$ cat src/rtl/muldiv_unit.sv
// muldiv_unit: iterative MIPS multiply/divide unit with HI/LO registers.
// Define MULDIV_FAST_MUL_EN for a single-step combinational multiply.
module muldiv_unit #(
  parameter int WIDTH = 32
) (
  input  logic             clk,
  input  logic             rst_n,
  input  logic             start,
  input  logic [2:0]       op,
  input  logic [WIDTH-1:0] a,
  input  logic [WIDTH-1:0] b,
  output logic             busy,
  output logic             done,
  output logic [WIDTH-1:0] hi,
  output logic [WIDTH-1:0] lo
);
  localparam int CW = $clog2(WIDTH);
  typedef enum logic [1:0] {IDLE, RUN, FIX} state_e;
  state_e state_q, state_d;
  logic [2*WIDTH-1:0] acc_q, acc_d;
  logic [WIDTH-1:0] opd_q, opd_d, hi_q, hi_d, lo_q, lo_d;
  logic [CW-1:0] cnt_q, cnt_d;
  logic div_q, div_d, neg_q, neg_d, rneg_q, rneg_d, dz_q, dz_d, done_q, done_d;
  logic accept, go, fast_mul, a_neg, b_neg, ge;
  logic [WIDTH-1:0] abs_a, abs_b, quo, rem, diff, res_hi, res_lo;
  logic [WIDTH:0] sum, sh;
  logic [2*WIDTH-1:0] load_v, mul_step, div_step, prod;
  assign accept = start && !busy;
  assign go     = accept && !op[2];
  assign a_neg  = !op[0] && a[WIDTH-1];
  assign b_neg  = !op[0] && b[WIDTH-1];
  assign abs_a  = a_neg ? -a : a;
  assign abs_b  = b_neg ? -b : b;
`ifdef MULDIV_FAST_MUL_EN
  assign fast_mul = !op[1];
  assign load_v   = op[1] ? {{WIDTH{1'b0}}, abs_a}
                          : {{WIDTH{1'b0}}, abs_a} * {{WIDTH{1'b0}}, abs_b};
`else
  assign fast_mul = 1'b0;
  assign load_v   = {{WIDTH{1'b0}}, op[1] ? abs_a : abs_b};
`endif
  // Multiply: upper half accumulates, lower half holds the multiplier shifting out LSB first.
  assign sum      = {1'b0, acc_q[2*WIDTH-1:WIDTH]} + (acc_q[0] ? {1'b0, opd_q} : '0);
  assign mul_step = {sum, acc_q[WIDTH-1:1]};
  // Divide: upper half is the partial remainder, lower half shifts dividend out / quotient in.
  assign sh       = acc_q[2*WIDTH-1:WIDTH-1];
  assign ge       = sh >= {1'b0, opd_q};
  assign diff     = sh[WIDTH-1:0] - opd_q;
  assign div_step = {ge ? diff : sh[WIDTH-1:0], acc_q[WIDTH-2:0], ge};
  assign prod     = neg_q ? -acc_q : acc_q;
  assign quo      = acc_q[WIDTH-1:0];
  assign rem      = acc_q[2*WIDTH-1:WIDTH];
  assign res_lo   = !div_q ? prod[WIDTH-1:0] : dz_q ? '1 : neg_q ? -quo : quo;
  assign res_hi   = !div_q ? prod[2*WIDTH-1:WIDTH] : rneg_q ? -rem : rem;
  always_ff @(posedge clk or negedge rst_n) begin
    if (!rst_n) state_q <= IDLE;
    else        state_q <= state_d;
  end
  always_comb begin
    state_d = state_q;
    if (state_q == IDLE && go) state_d = fast_mul ? FIX : RUN;
    else if (state_q == RUN && cnt_q == '0) state_d = FIX;
    else if (state_q == FIX) state_d = IDLE;
  end
  // done is registered so it coincides with the HI/LO update; busy covers that cycle too.
  always_comb begin
    busy = (state_q != IDLE) || done_q;
    done = done_q;
  end
  always_comb begin
    acc_d  = acc_q;
    opd_d  = opd_q;
    cnt_d  = cnt_q;
    div_d  = div_q;
    neg_d  = neg_q;
    rneg_d = rneg_q;
    dz_d   = dz_q;
    if (go) begin
      acc_d  = load_v;
      opd_d  = op[1] ? abs_b : abs_a;
      cnt_d  = CW'(WIDTH-1);
      div_d  = op[1];
      neg_d  = a_neg ^ b_neg;
      rneg_d = a_neg;
      dz_d   = op[1] && (b == '0);
    end else if (state_q == RUN) begin
      acc_d = div_q ? div_step : mul_step;
      cnt_d = cnt_q - CW'(1);
    end
    done_d = state_q == FIX;
    hi_d   = (state_q == FIX) ? res_hi : (accept && op == 3'd4) ? a : hi_q;
    lo_d   = (state_q == FIX) ? res_lo : (accept && op == 3'd5) ? a : lo_q;
  end
  always_ff @(posedge clk or negedge rst_n) begin
    if (!rst_n) begin
      acc_q  <= '0;
      opd_q  <= '0;
      cnt_q  <= '0;
      div_q  <= 1'b0;
      neg_q  <= 1'b0;
      rneg_q <= 1'b0;
      dz_q   <= 1'b0;
      done_q <= 1'b0;
      hi_q   <= '0;
      lo_q   <= '0;
    end else begin
      acc_q  <= acc_d;
      opd_q  <= opd_d;
      cnt_q  <= cnt_d;
      div_q  <= div_d;
      neg_q  <= neg_d;
      rneg_q <= rneg_d;
      dz_q   <= dz_d;
      done_q <= done_d;
      hi_q   <= hi_d;
      lo_q   <= lo_d;
    end
  end
  assign hi = hi_q;
  assign lo = lo_q;
endmodule

$ cat config.mk
export PLATFORM = sky130hd
export DESIGN_NAME = muldiv_unit
export DESIGN_NICKNAME = d
export VERILOG_FILES = /design/src/rtl/muldiv_unit.sv
export SDC_FILE = /design/constraint.sdc
export NUM_CORES = 1
export LEC_CHECK = 0
export BUFFER_PORTS_ARGS = -buffer_cell sky130_fd_sc_hd__buf_2
export CAP_MARGIN = 40
export CORE_ASPECT_RATIO = 0.8
export CORE_MARGIN = 2
export CORE_UTILIZATION = 60
export CTS_CLUSTER_SIZE = 28
export DETAILED_ROUTE_END_ITERATION = 10
export GPL_TIMING_DRIVEN = 0
export HOLD_SLACK_MARGIN = 0.03
export PLACE_DENSITY = 0.8
export SYNTH_ARGS = -nofsm -noshare
export SYNTH_HDL_FRONTEND = slang
export SYNTH_SLANG_ARGS = --single-unit
$ cat constraint.sdc
create_clock -name clk -period 3.55 [get_ports clk]
set_input_delay 0.1775 -clock clk [delete_from_list [all_inputs] [get_ports clk]]
set_output_delay 0.1775 -clock clk [all_outputs]
set_load 0.05 [all_outputs]
# Word-level counts from Yosys, hierarchy flattened
# Index checks and enable logic that the tools add are counted.
# op_classes
muxes	24
n_bitwise	1
magnitude_cmp	1
reduce_logical	21
eq_ne	4
addsub	8
# op_table
op	n
32-bit 2-to-1 mux	15
64-bit 2-to-1 mux	4
32-bit negation	4
64-bit negation	1
32-bit by 32-bit adder with 33-bit output	1
33-bit by 32-bit >= comparator with 1-bit output	1
32-bit zero test	1
32-bit subtractor	1
5-bit 2-to-1 mux	2
1-bit logical AND	9
2-bit nonzero test	4
3-bit == test, second input constant	2
2-bit 2-to-1 mux	3
5-bit zero test	1
5-bit by 1-bit subtractor with 5-bit output, second input constant	1
1-bit zero test	3
3-bit nonzero test	1
2-bit by 1-bit == test with 1-bit output, second input constant	1
2-bit == test, second input constant	1
2-bit zero test	1
1-bit logical OR	1
1-bit XOR	1
# word_totals
in_bits	70
word_cells	70
output_inout_bits	66
ff_bits	172

# Logic depth before layout (Yosys ltp)
# depth
word_depth	7
ltp_mapped	14
ltp_nobuf	13

# Least setup slack after synthesis
# OpenSTA, ideal clock, no wires.
# synth_timing
path_type	reg-to-reg
from	reg acc_q[0]
to	reg acc_q[59]
setup_slack_ns	0.360
n_path_buf	1
t_arrival_ns	3.066
t_required_ns	3.426
stages_incl_launch_ff	13
cell_sequence	dfrtp_1 > inv_1 > clkbuf_1 > nor2_1 > ha_1 > a2111oi_1 > a211oi_1 > o21ai_1 > a21oi_1 > or2_1 > a21o_2 > a211o_1 > a211o_1
# synth_via
elab_chain_cells	5
# synth_lines
element	line_no	source
start, declared	20	logic [2*WIDTH-1:0] acc_q, acc_d;
start signal, assigned	96	acc_q <= '0;
start signal, assigned	107	acc_q <= acc_d;
32-bit 2-to-1 mux	43	assign sum = {1'b0, acc_q[2*WIDTH-1:WIDTH]} + (acc_q[0] ? {1'b0, opd_q} : '0);
32-bit by 32-bit adder with 33-bit output	43	
64-bit 2-to-1 mux	87	acc_d = div_q ? div_step : mul_step;
64-bit 2-to-1 mux	86	end else if (state_q == RUN) begin
64-bit 2-to-1 mux	78	if (go) begin
# No other way between the ends. The select of a mux whose other input is x is not followed.
# A chain may end at the register's enable or synchronous reset.

# Final worst setup path
# Ends and elaborated chain as after synthesis.

==> results.txt <==
The flow ran to the end, and the final reports show no timing, DRC or antenna violations. The highest clock rate was 0.285 GHz; the slew at the pin closest to its max-slew limit was 0.979 ns. CTS placed an instance of clkbuf_16 at the clock tree root. After detailed routing, the number of remaining DRC violations is 0.

The cell area that synthesis handed to floorplanning was 15600 sq um. The clock passes through at most 2 buffers. The worst hold path belongs to the class in2reg. The worst supply voltage drop on vdd was 0.607 mV.

The routability congestion estimate from global placement was 1.02; the final max-slew violation count was 0. The worst setup path is launched from a register. The detailed router placed 17200 vias in this run. TritonCTS built the clock tree. The number of distinct standard cells referenced by the synthesized netlist is 105, and the final critical-path share of the clock period is 98.9%. The maximum fanout count along the critical path came out at 10. STA classifies the critical path endpoint as a register. Measured on the finished design, the core utilization comes to 69.3%.

In this run the standard cell core region covers 25400 sq um. A synthesized cell averages 7.88 sq um. In the final layout, the share of cells above drive strength 1 is 12.6%. At the later pin of the worst-skew pair, clock insertion delay measures 0.46 ns.

The number of clock buffers inserted by TritonCTS is 17, and the die extent in x is 185 microns. Once placement finished, the instance area stood at 16800 sq um. Setup violations remaining at the end of the flow were counted as 0. For this design the ratio of total power to cell area is 986 nW/um^2. The count of port buffers added during placement was 131. The share of flip-flops with an asynchronous set or reset after synthesis was 100%; the number of ports placed on the die boundary was 136.

Yosys mapped a number of flops with a built-in enable equal to 0. The most used flip-flop cell after synthesis is dfrtp_1. The summed area of non-filler cells in the final layout came out at 17600 sq um.

The largest net degree at the start of global routing was 121; the total clock sinks was 172. Max-cap violations in this run came to 0. In the routed layout, each cell is associated on average with a via count of 6.85. The clock-pin slew of the registers on the worst-case setup and hold paths was 0.07 ns; the via count of the first global-routing pass was 15400. The wire length of the first global-routing pass was 92900 microns.

The tools report the DRC violation total after the first TritonRoute iteration as 2470. For this design the static power due to leakage is 7.41 nW. The initial cell density of the core is 61.5%, and the yosys synthesis warning count is 0. The count of endpoints failing hold in the final timing report is 0, and the total track usage is 45.6%.

The detailed-router iteration count before antenna repair was 6; the post-detailed-placement half-perimeter wirelength was 49100 microns. Measured against its own limit, the worst slew margin works out to 34.8%. The post-synth net total is 2129, and the number of diodes is 0.

The setup total negative slack was 0 ns; the wire length reported by the detailed router was 63200 microns. The die covers 27400 sq um. The detail route stage leaves a number of antenna-violating nets equal to 0.

The critical path is of the reg2reg type. The tools report the number of antenna violations at the first check in global routing as 1. After detailed routing, the average wire length per cell comes to 25.2 microns.

The number of register bits inferred by synthesis was 172. The logs give 4 for the number of H-tree levels and 0.0163 ns for the setup clock skew after layout. The count of mapped cells out of synthesis was 1987.

The floorplan step set the die height to 148 microns. The minimum period implied by the final worst setup slack is 3.51 ns. For this run the aggregate overflow at the end of global routing stands at 0. Relative to the synthesized area, the layout overhead comes to 12.7%. The count of standard-cell rows was 52.

The tools report the data arrival time of the critical path as 3.85 ns. The final layout contains 2288 nets. The data required time at the worst endpoint is 3.88 ns, and the sequential area share after synthesis is 27.5%.
area by class of cell:
type	instances	area, sq um
flip-flops and latches	172	4310
clock buffers	20	457
well taps	351	439
multi-input cells	1611	10600
clock inverters	12	149
fillers	2149	7810
plain buffers	130	647
repair buffers	142	769
inverters	72	274
cells in the mapped netlist (4+ instances only):
library cell  count  area share (%)
inv_1            70             1.7
nor3_1           43             1.4
nand2b_1         12            0.48
a22o_1            6            0.34
a32oi_1          31             1.7
nor4_1           20            0.80
o21a_1            8            0.38
or4_1             8            0.38
and2_1            7            0.28
a21boi_0          4            0.19
nor3b_1           6            0.29
o41ai_1           6            0.34
mux2_2            5            0.36
buf_1            12            0.29
a22oi_1          17            0.82
a21o_1           26             1.2
nor2_1          132             3.2
xnor2_1          75             4.2
a31oi_1          12            0.48
clkbuf_8          7            0.62
or2_2             5            0.20
o211ai_1         61             2.9
dfrtp_1         172              28
a211oi_1         23             1.1
nand4_1          14            0.56
a21oi_1         154             4.9
nor2b_1          26             1.0
xor2_1           94             5.3
o221ai_1          5            0.28
mux2i_1          78             5.0
o21ai_0         131             4.2
o31ai_1          20            0.96
and3_1            9            0.36
clkbuf_1         96             2.3
nand2_1         279             6.7
o21ai_1          74             2.4
o21bai_1         10            0.48
buf_2             6            0.19
a211o_1           7            0.39
or3_1            14            0.56
buf_6             7            0.50
nand3_1          31            0.99
ha_1             70             5.6
worst max-delay path, cell delays in order, from the launching register on:
cell and delay [ns]:
dfrtp_2 0.47, clkinvlp_4 0.17, clkbuf_4 0.24, nor2_1 0.07, ha_1 0.40, nand4_1 0.17, or2_0 0.28, a211oi_2 0.41
o21ai_2 0.14, a21oi_1 0.26, or2_1 0.16, a211oi_1 0.07, a211o_1 0.32, a211o_1 0.24
metrics by stage:
step	power (mW)	hold slack (ns)	instances	worst slack, ns
2_1_floorplan	11.4	-0.118	1987	0.360
3_3_place_gp	14.3	0.467	2469	-0.600
3_5_place_dp	14.5	0.129	2472	-0.628
4_1_cts	16.6	0.0468	2508	0.00230
5_1_grt	18.3	0.0629	2510	-0.0678
6_report	17.4	0.0600	2510	0.0387
flip-flops by register name, summed over array words and instances (netlist names):
name,flops
div_q,1
state_q,2
neg_q,1
opd_q,32
cnt_q,5
dz_q,1
done,1
acc_q,64
hi,32
lo,32
rneg_q,1
metal layers:
| layer | vias to the layer above | track usage, % | share of wire [%] |
|---|---|---|---|
| li1 | 7511 | - | - |
| met1 | 8150 | 63.2 | 39 |
| met2 | 1340 | 61.6 | 40 |
| met3 | 200 | 19.1 | 17 |
| met4 | 0 | 19.8 | 4.3 |
| met5 | - | 0 | 0 |
cell families after synthesis:
family	Yosys count	share of synthesized area, %
AOI/OAI and AO/OA	645	26.5
and+or+nand+nor	641	19.5
buffers and inverters	204	5.80
DFF	172	27.5
xor gates and xnor gates	169	9.46
muxes	84	5.42
adders and majority gates	72	5.85
cells in the final DEF, fill, tap and decap left out, types with 9 or more instances in the layout:
master / Yosys / routed
dfrtp_1: 172 / 170
o21ai_1: 74 / 73
buf_1: 12 / 12
xor2_1: 94 / 94
a21o_1: 26 / 26
a32oi_1: 31 / 31
buf_4: 3 / 9
xnor2_1: 75 / 75
nor3_1: 43 / 42
nand3_1: 31 / 31
clkbuf_16: 0 / 17
and3_1: 9 / 9
inv_1: 70 / 69
o21bai_1: 10 / 10
clkbuf_8: 7 / 9
nor2_1: 132 / 131
nand4_1: 14 / 14
nand2_1: 279 / 279
nand2b_1: 12 / 12
clkbuf_1: 96 / 92
o21ai_0: 131 / 129
ha_1: 70 / 67
o211ai_1: 61 / 61
mux2i_1: 78 / 78
nor4_1: 20 / 20
or3_1: 14 / 14
o31ai_1: 20 / 19
a21oi_1: 154 / 154
buf_2: 6 / 138
nor2b_1: 26 / 25
a211oi_1: 23 / 19
a31oi_1: 12 / 11
a22oi_1: 17 / 17
power by group:
part | switching [mW] | internal [mW] | leakage [nW]
clock | 0.916 | 1.10 | 0.295
combinational | 7.24 | 4.35 | 5.13
sequential | 1.15 | 2.64 | 1.98
total | 9.30 | 8.08 | 7.41
worst paths after layout:
kind                       depth (start not counted)                   from                    end  slack (ns)
hold / removal                                     3                   a[7]      lo[7]$_DFFE_PN0P_        0.06
setup / recovery                                  13   acc_q[0]$_DFFE_PN0P_  acc_q[59]$_DFFE_PN0P_        0.04
min in group asynchronous                          2                  rst_n  acc_q[36]$_DFFE_PN0P_        0.23
setup reg to reg                                  13   acc_q[0]$_DFFE_PN0P_  acc_q[59]$_DFFE_PN0P_        0.04
hold reg to reg                                    2  opd_q[14]$_DFFE_PN0P_  opd_q[14]$_DFFE_PN0P_        0.49
max in group asynchronous                          3                  rst_n   acc_q[0]$_DFFE_PN0P_        2.33
what timing repair did:
item / CTS / global route
hold endpoints to repair: 52 / 0
gates resized for setup: 12 / 32
pin swaps: 0 / 8
hold buffers: 1 / 0
setup buffers: 3 / 3
setup endpoints to repair: 20 / 17
Power figures use the tool's default switching activity.
